**config.mk**
```make
export PLATFORM = sky130hd
export DESIGN_NAME = fetch_unit
export DESIGN_NICKNAME = d
export VERILOG_FILES = /design/src/rtl/fetch_pkg.sv /design/src/rtl/fetch_hold_buf.sv /design/src/rtl/fetch_unit.sv
export SDC_FILE = /design/constraint.sdc
export NUM_CORES = 1
export LEC_CHECK = 0
export CAP_MARGIN = 25
export CELL_PAD_IN_SITES_DETAIL_PLACEMENT = 0
export CELL_PAD_IN_SITES_GLOBAL_PLACEMENT = 1
export CORE_MARGIN = 1.5
export CORE_UTILIZATION = 37
export CTS_BUF_LIST = sky130_fd_sc_hd__clkbuf_4 sky130_fd_sc_hd__clkbuf_8 sky130_fd_sc_hd__clkbuf_16
export CTS_CLUSTER_SIZE = 40
export DETAILED_ROUTE_END_ITERATION = 8
export MAX_ROUTING_LAYER = met4
export PLACE_DENSITY_LB_ADDON = 0.1
export SETUP_SLACK_MARGIN = 0.05
export SYNTH_ARGS = -nofsm -noshare
export SYNTH_HDL_FRONTEND = slang
export SYNTH_HIERARCHICAL = 1
export SYNTH_SLANG_ARGS = --single-unit
```
**constraint.sdc**
```tcl
create_clock -name clk -period 3.01 [get_ports clk]
set_input_delay 0.602 -clock clk [delete_from_list [all_inputs] [get_ports clk]]
set_output_delay 0.602 -clock clk [all_outputs]
set_load 0.01 [all_outputs]
```
**src/rtl/fetch_pkg.sv**
```systemverilog
// Shared constants and FSM encoding for the instruction-fetch stage.
package fetch_pkg;
  localparam int          XLEN     = 32;
  localparam logic [31:0] NOP_INST = 32'h0000_0013;
  localparam logic [31:0] PC_INC   = 32'd4;

  typedef enum logic [1:0] {
    S_REQ  = 2'd0,
    S_WAIT = 2'd1,
    S_HOLD = 2'd2
  } fetch_state_e;
endpackage

```
**src/rtl/fetch_hold_buf.sv**
```systemverilog
// One-entry {pc, inst} buffer that parks a response while decode is stalled.
module fetch_hold_buf #(
  parameter int XLEN = 32
) (
  input  logic            clk,
  input  logic            rst,
  input  logic            load,
  input  logic            clear,
  input  logic [XLEN-1:0] pc_in,
  input  logic [XLEN-1:0] inst_in,
  output logic            full,
  output logic [XLEN-1:0] pc_out,
  output logic [XLEN-1:0] inst_out
);
  logic            full_q, full_d;
  logic [XLEN-1:0] pc_q, pc_d, inst_q, inst_d;

  // load wins over clear so a same-cycle load/clear keeps the new word
  always_comb begin
    full_d = full_q;
    pc_d   = pc_q;
    inst_d = inst_q;
    if (clear) full_d = 1'b0;
    if (load) begin
      full_d = 1'b1;
      pc_d   = pc_in;
      inst_d = inst_in;
    end
  end

  always_ff @(posedge clk or negedge rst) begin
    if (!rst) begin
      full_q <= 1'b0;
      pc_q   <= '0;
      inst_q <= '0;
    end else begin
      full_q <= full_d;
      pc_q   <= pc_d;
      inst_q <= inst_d;
    end
  end

  assign full     = full_q;
  assign pc_out   = pc_q;
  assign inst_out = inst_q;
endmodule

```
**src/rtl/fetch_unit.sv**
```systemverilog
// Instruction fetch: PC owner, one-outstanding imem reads, stall hold buffer, redirect flush.
// Optional FETCH_PERF_CNT_EN adds perf_fetched / perf_stall_cycles counters.
module fetch_unit #(
  parameter logic [31:0] RESET_PC = 32'h0000_0000,
  parameter int          XLEN     = 32
) (
  input  logic            clk,
  input  logic            rst,
  output logic            imem_req_valid,
  input  logic            imem_req_ready,
  output logic [XLEN-1:0] imem_addr,
  input  logic            imem_rsp_valid,
  input  logic [XLEN-1:0] imem_rsp_data,
  input  logic            redirect_valid,
  input  logic [XLEN-1:0] redirect_pc,
  input  logic            stall,
  output logic            if_en,
  output logic [XLEN-1:0] if_pc,
  output logic [XLEN-1:0] if_inst,
`ifdef FETCH_PERF_CNT_EN
  output logic [31:0]     perf_fetched,
  output logic [31:0]     perf_stall_cycles,
`endif
  output logic            if_valid
);
  import fetch_pkg::*;

  fetch_state_e    state_q, state_d;
  logic [XLEN-1:0] pc_q, pc_d, pc_inc;
  logic            discard_q, discard_d;
  logic            hb_load, hb_clear, hb_full;
  logic [XLEN-1:0] hb_pc, hb_inst;
  logic            outstanding;

  fetch_hold_buf #(.XLEN(XLEN)) u_hold (
    .clk     (clk),
    .rst     (rst),
    .load    (hb_load),
    .clear   (hb_clear),
    .pc_in   (pc_q),
    .inst_in (imem_rsp_data),
    .full    (hb_full),
    .pc_out  (hb_pc),
    .inst_out(hb_inst)
  );

  assign pc_inc = pc_q + XLEN'(PC_INC);

  always_comb begin
    state_d        = state_q;
    pc_d           = pc_q;
    discard_d      = discard_q;
    imem_req_valid = 1'b0;
    imem_addr      = pc_q;
    if_en          = 1'b0;
    if_valid       = 1'b0;
    if_pc          = '0;
    if_inst        = XLEN'(NOP_INST);
    hb_load        = 1'b0;
    hb_clear       = 1'b0;
    outstanding    = 1'b0;

    case (state_q)
      S_REQ: begin
        imem_req_valid = 1'b1;
        if (imem_req_ready) state_d = S_WAIT;
      end
      S_WAIT: begin
        if (imem_rsp_valid) begin
          if (discard_q) begin
            discard_d = 1'b0;
            state_d   = S_REQ;
          end else if (stall) begin
            hb_load = 1'b1;
            state_d = S_HOLD;
          end else begin
            // deliver and issue the next fetch in the same cycle
            if_en          = 1'b1;
            if_valid       = 1'b1;
            if_pc          = pc_q;
            if_inst        = imem_rsp_data;
            pc_d           = pc_inc;
            imem_req_valid = 1'b1;
            imem_addr      = pc_inc;
            state_d        = imem_req_ready ? S_WAIT : S_REQ;
          end
        end
      end
      S_HOLD: begin
        if (!stall) begin
          if_en    = 1'b1;
          if_valid = hb_full;
          if_pc    = hb_pc;
          if_inst  = hb_inst;
          pc_d     = pc_inc;
          hb_clear = 1'b1;
          state_d  = S_REQ;
        end
      end
      default: state_d = S_REQ;
    endcase

    // A request accepted this cycle in S_REQ counts as in flight.
    if (redirect_valid) begin
      outstanding    = (state_q == S_REQ && imem_req_ready) ||
                       (state_q == S_WAIT && !imem_rsp_valid);
      imem_req_valid = (state_q == S_REQ);
      imem_addr      = pc_q;
      if_en          = 1'b1;
      if_valid       = 1'b0;
      if_pc          = '0;
      if_inst        = XLEN'(NOP_INST);
      pc_d           = {redirect_pc[XLEN-1:2], 2'b00};
      hb_load        = 1'b0;
      hb_clear       = 1'b1;
      discard_d      = outstanding;
      state_d        = outstanding ? S_WAIT : S_REQ;
    end

    if (!rst) begin
      imem_req_valid = 1'b0;
      imem_addr      = pc_q;
      if_en          = 1'b0;
      if_valid       = 1'b0;
      if_pc          = '0;
      if_inst        = XLEN'(NOP_INST);
    end
  end

  always_ff @(posedge clk or negedge rst) begin
    if (!rst) begin
      state_q   <= S_REQ;
      pc_q      <= XLEN'(RESET_PC);
      discard_q <= 1'b0;
    end else begin
      state_q   <= state_d;
      pc_q      <= pc_d;
      discard_q <= discard_d;
    end
  end

`ifdef FETCH_PERF_CNT_EN
  logic [31:0] fetched_q, fetched_d, stall_cyc_q, stall_cyc_d;

  always_comb begin
    fetched_d   = fetched_q + {31'd0, (if_en && if_valid)};
    stall_cyc_d = stall_cyc_q + {31'd0, stall};
  end

  always_ff @(posedge clk or negedge rst) begin
    if (!rst) begin
      fetched_q   <= '0;
      stall_cyc_q <= '0;
    end else begin
      fetched_q   <= fetched_d;
      stall_cyc_q <= stall_cyc_d;
    end
  end

  assign perf_fetched      = fetched_q;
  assign perf_stall_cycles = stall_cyc_q;
`endif
endmodule

```
=== Word level (Yosys, flattened, before mapping) ===
Index checks and enable logic that the tools add are counted.

* Add/sub/neg operators: 1
* Mux-type cells: 56
* Equality and inequality tests: 5
* Reductions and logical operators: 11

{| class="wikitable"
|+ Operators with widths
! operator !! count
|-
| 32-bit two-way mux || 19
|-
| 32-bit case mux with 2 select lines || 3
|-
| 32-bit by 3-bit adder with 32-bit output, second input constant || 1
|-
| 1-bit two-way mux || 24
|-
| 2-bit two-way mux || 6
|-
| 3-bit inequality test, second input constant || 3
|-
| 1-bit case mux with 2 select lines || 3
|-
| 2-bit case mux with 3 select lines || 1
|-
| 2-bit nonzero test || 3
|-
| 3-bit AND reduction || 1
|-
| 3-bit nonzero test || 1
|-
| 2-bit by 1-bit == test with 1-bit output, second input constant || 1
|-
| 2-bit == test, second input constant || 1
|-
| 1-bit logical AND || 2
|-
| 2-bit zero test || 1
|-
| 2-bit AND reduction || 1
|-
| 1-bit zero test || 1
|-
| 1-bit logical OR || 1
|}

* Register bits after elaboration: 100
* Input bits: 70
* Output and inout bits: 99
* Word-level logic and storage cells: 79

=== Depth between registers and ports, before layout ===
* Word-level depth: 7
* Gate-level depth with buffers: 8
* Depth with buffers taken out: 7

=== By module ===
The synthesis kept the hierarchy.

{| class="wikitable"
|+ Modules (own cells, without submodules)
! module !! area each (sq um) !! instances !! cells an instance !! sequential area each (sq um)
|-
| fetch_unit || 3626.0 || 1 || 500 || 825.8
|-
| fetch_hold_buf || 2615.0 || 1 || 138 || 1626.6
|}

=== Worst setup path before layout ===
No wires, ideal clock.

* Path kind: input to output
* Start: input port stall
* End: output port imem_addr[20]
* Path slack: 0.421 ns
* Path buffers: 1
* Stages: 5
* Required time: 2.408 ns
* Data arrival time: 1.987 ns
* Cells stage by stage: buf_4 > nand2b_1 > or4_4 > nor4_1 > xor2_1

* Longest elaborated chain between the ends: 6

{| class="wikitable"
|+ Ends and longest elaborated chain
! element !! RTL line !! text
|-
| start, declared || fetch_unit.sv:16 || <nowiki>input logic stall,</nowiki>
|-
| 32-bit two-way mux (2 in a row) || n/a ||
|-
| 32-bit two-way mux || fetch_unit.sv:69 || <nowiki>if (imem_rsp_valid) begin</nowiki>
|-
| 32-bit two-way mux || fetch_unit.sv:63 || <nowiki>case (state_q)</nowiki>
|-
| 32-bit two-way mux || fetch_unit.sv:104 || <nowiki>if (redirect_valid) begin</nowiki>
|-
| 32-bit two-way mux || fetch_unit.sv:120 || <nowiki>if (!rst) begin</nowiki>
|-
| end, declared || fetch_unit.sv:11 || <nowiki>output logic [XLEN-1:0] imem_addr,</nowiki>
|}

Every way passes these cells.

=== Final worst setup path ===
Ends and elaborated chain as after synthesis.

==> metrics.md <==
| Metric | Value |
|---|---|
| Final Non-Filler Cells | `1,063` |
| Slowest cell delay on critical path | `0.59 ns` |
| Reg2reg start | `state_q[1]$_DFFE_PN0P_` |
| Max Slew Vio Count | `0` |
| Layout Utilization | `0.5404` |
| Critical R2R Capture | `pc_q[23]$_DFFE_PN0N_` |
| CP Class | `in -> out` |
| DRC viols | `0` |
| Overall routing resource usage | `0.2329` |
| Logic pwr share | `0.365` |
| Worst r2r path cells | `8` |
| Cell Area, Synth | `6241 um^2` |
| Post-Synthesis Cells | `638` |
| Routed WL | `19,960 um` |
| Worst VDD drop | `0.3809 mV` |
| Clock power share | `0.229` |
| Critical Path End Type | `primary output` |
| Switching Fraction | `0.3207` |
| GPL Wtd Cong | `0.8371` |
| Fmax | `0.3459 GHz` |
| Final Power | `5.237 mW` |
| Vias in the first global route | `5,804` |
| Hold WS | `0.3478 ns` |
| Final setup viols | `0` |
| CTS tree | `built` |
| Mean Syn Cell Area | `9.782 um^2` |
| Port Buf Inserts | `164` |
| HPWL reported at the end of detailed placement | `13,880 um` |
| Maximum root-to-sink buffer count | `2` |
| Synth warn | `6` |
| Seq/Total Area, Yosys | `0.3929` |
| Post-synth ARST share | `1.000` |
| Final worst path period share | `0.9604` |
| Worst Tran Pin Value | `0.7686 ns` |
| Distinct cells, synth | `60` |
| CTS Buf Count | `9` |
| Levels on crit path | `6` |
| CP startpoint kind | `input pin` |
| Min cycle time layout | `2.891 ns` |
| Root Driver | `clkbuf_16` |
| Rows | `47` |
| Drt first pass iters | `4` |
| Reg2Reg Setup Slack | `0.76 ns` |
| Gr ovfl total | `0` |
| HP Class | `in -> async` |
| DP Area | `8494 um^2` |
| Sequential share of power | `0.406` |
| Vias/cell | `5.247` |
| Hold-fix buffers, CTS | `0` |
| CTS H-tree depth | `3` |
| Critical path's top delay family | `simple AND/OR/NAND/NOR gates` |
| Slowest cell on crit path | `or4_4` |
| Clk Latency, worst-skew pair | `0.35 ns` |
| Crit-path cells | `dlygate4sd2_1 > nand2b_1 > or4_4 > nor4_4 > xor2_1 > clkdlybuf4s15_1` |
| Arrival time at the worst endpoint | `2.29 ns` |
| Fin worst setup slack | `0.1192 ns` |
| Origin of the worst setup path | `stall` |
| Setup crit end | `imem_addr[20]` |
| Largest net degree at the start of global routing | `61` |
| Final setup TNS | `0 ns` |
| Die ar. | `17,660 um^2` |
| Worst Path Required | `2.41 ns` |
| Top cells by area, synth | `dfrtp_1 39%, mux2_4 12%, a22oi_1 7.1%` |
| Dominant cell type by area after synthesis | `dfrtp_1` |
| Initial antenna violation count | `0` |
| Worst slew margin | `0.4876` |
| Max-cap viol count | `0` |
| Final Cell Area | `8930 um^2` |
| Yosys top cell area share | `0.3929` |
| Hold Fails Final Rpt | `0` |
| Internal | `3.557 mW` |
| Placed Cells | `1,037` |
| Initial core utilization | `0.3777` |
| Crit-path max FO | `4` |
| Clk sinks | `98` |
| # nets final | `914` |
| CTS clk-pin slew, worst paths | `0.07 ns` |
| Die H | `132.9 um` |
| Status | `finished clean` |
| N_diodes | `0` |
| Most used DFF post-synth | `dfrtp_1` |
| Setup WS pre-CTS | `-0.4901 ns` |
| First DRT Iteration DRCs | `323` |
| Core area | `16,520 um^2` |
| WL per Instance | `18.78 um` |
| Vias | `5,578` |
| Bufs and invs on worst path | `2` |
| Pwr per Cell Area | `586.5 nW/um^2` |
| Antenna viol nets, final | `0` |
| First-pass GRT wire length | `31,580 um` |
| Seq cells post-synth | `98` |
| Synth-to-layout area growth | `43.08%` |
| Overall die width | `132.9 um` |
| Lkg Pwr | `3.835 nW` |
| Layout cells sized above 1 | `0.2752` |
| Post-synth EDFFs | `0` |
| Clock Skew | `0.009386 ns` |
| IO Count | `169` |
| # fillers | `1,516` |
| Switching power total | `1.679 mW` |
| Unrepaired setup endpoints after global routing | `no` |
-- flip-flops by register name, indices dropped and copies added (netlist names) --
| name | cells |
|---|---|
| discard_q | 1 |
| pc_q | 30 |
| state_q | 2 |
| u_hold/full | 1 |
| u_hold/inst_out | 32 |
| u_hold/pc_out | 32 |
-- layout by cell type, fill, tap and decap left out, drive strengths merged, types with 9 or more instances in the layout --
master	n
nor2	86
dfrtp	98
clkdlybuf4s15	17
nand4	15
nand2	49
clkdlybuf4s50	66
mux2	66
inv	9
nor3	15
o21ai	32
dlygate4sd2	57
buf	92
clkbuf	22
xnor2	25
xor2	23
a22oi	59
nand3	23
-- worst min path at each step --
stage,to,cells after the start
2_1_floorplan,discard_q$_DFFE_PN0P_,0
3_3_place_gp,u_hold/full$_DFFE_PN0P_,1
3_5_place_dp,u_hold/full$_DFFE_PN0P_,1
4_1_cts,u_hold/pc_out[16]$_DFFE_PN0P_,2
5_1_grt,u_hold/pc_out[16]$_DFFE_PN0P_,2
6_report,u_hold/pc_out[13]$_DFFE_PN0P_,2
-- area by class of cell --
cell class | instances | area (um^2) | share of cell area
multi-input cells | 476 | 3601 | 0.4033
flip-flops and latches | 98 | 2455 | 0.2749
repair buffers | 245 | 2267 | 0.2539
well taps | 220 | 275.3 | 0.03083
clock buffers | 11 | 246.5 | 0.02760
clock inverters | 4 | 51.30 | 0.005745
inverters | 9 | 33.78 | 0.003783
-- Yosys cell counts (14+ instances only) --
library cell / n
nand2_1: 48
mux2_2: 17
dfrtp_1: 98
xnor2_1: 25
nor2_1: 86
o21ai_0: 30
xor2_1: 23
clkbuf_1: 30
nand3_1: 20
mux2_4: 49
a22oi_1: 59
nand4_1: 14
-- power by group through the flow --
stage | Sequential, mW | Combinational (mW) | Clock (mW)
after CTS | 2.12 | 1.90 | 1.22
after global placement | 2.10 | 1.82 | 0
after detailed placement | 2.12 | 1.86 | 0
final | 2.12 | 1.91 | 1.20
after global routing | 2.19 | 2.07 | 1.27
after floorplan | 2.03 | 1.22 | 0
-- what timing repair did --
action	4_1_cts	5_1_grt
resized for setup	168	32
pin swaps	10	4
endpoints found under the hold margin	0	0
setup endpoints to repair	97	80
buffers inserted	7	0
cloned	2	2
-- cell families after synthesis --
kind of cell               synth area share
and+or+nand+nor                      0.1957
adders and majority gates           0.01002
DFF                                  0.3929
xor gates and xnor gates            0.06736
muxes                                0.1502
other                             0.0006009
AOI/OAI and AO/OA                    0.1283
buffers and inverters               0.05493
-- metal layers --
metal  global-route usage  share of wire
met1               0.3130           0.46
met3              0.04253          0.048
met4              0.04457          0.012
met2               0.3701           0.48
met5                    -              0
Note: power is estimated with default switching activity, not from simulation.
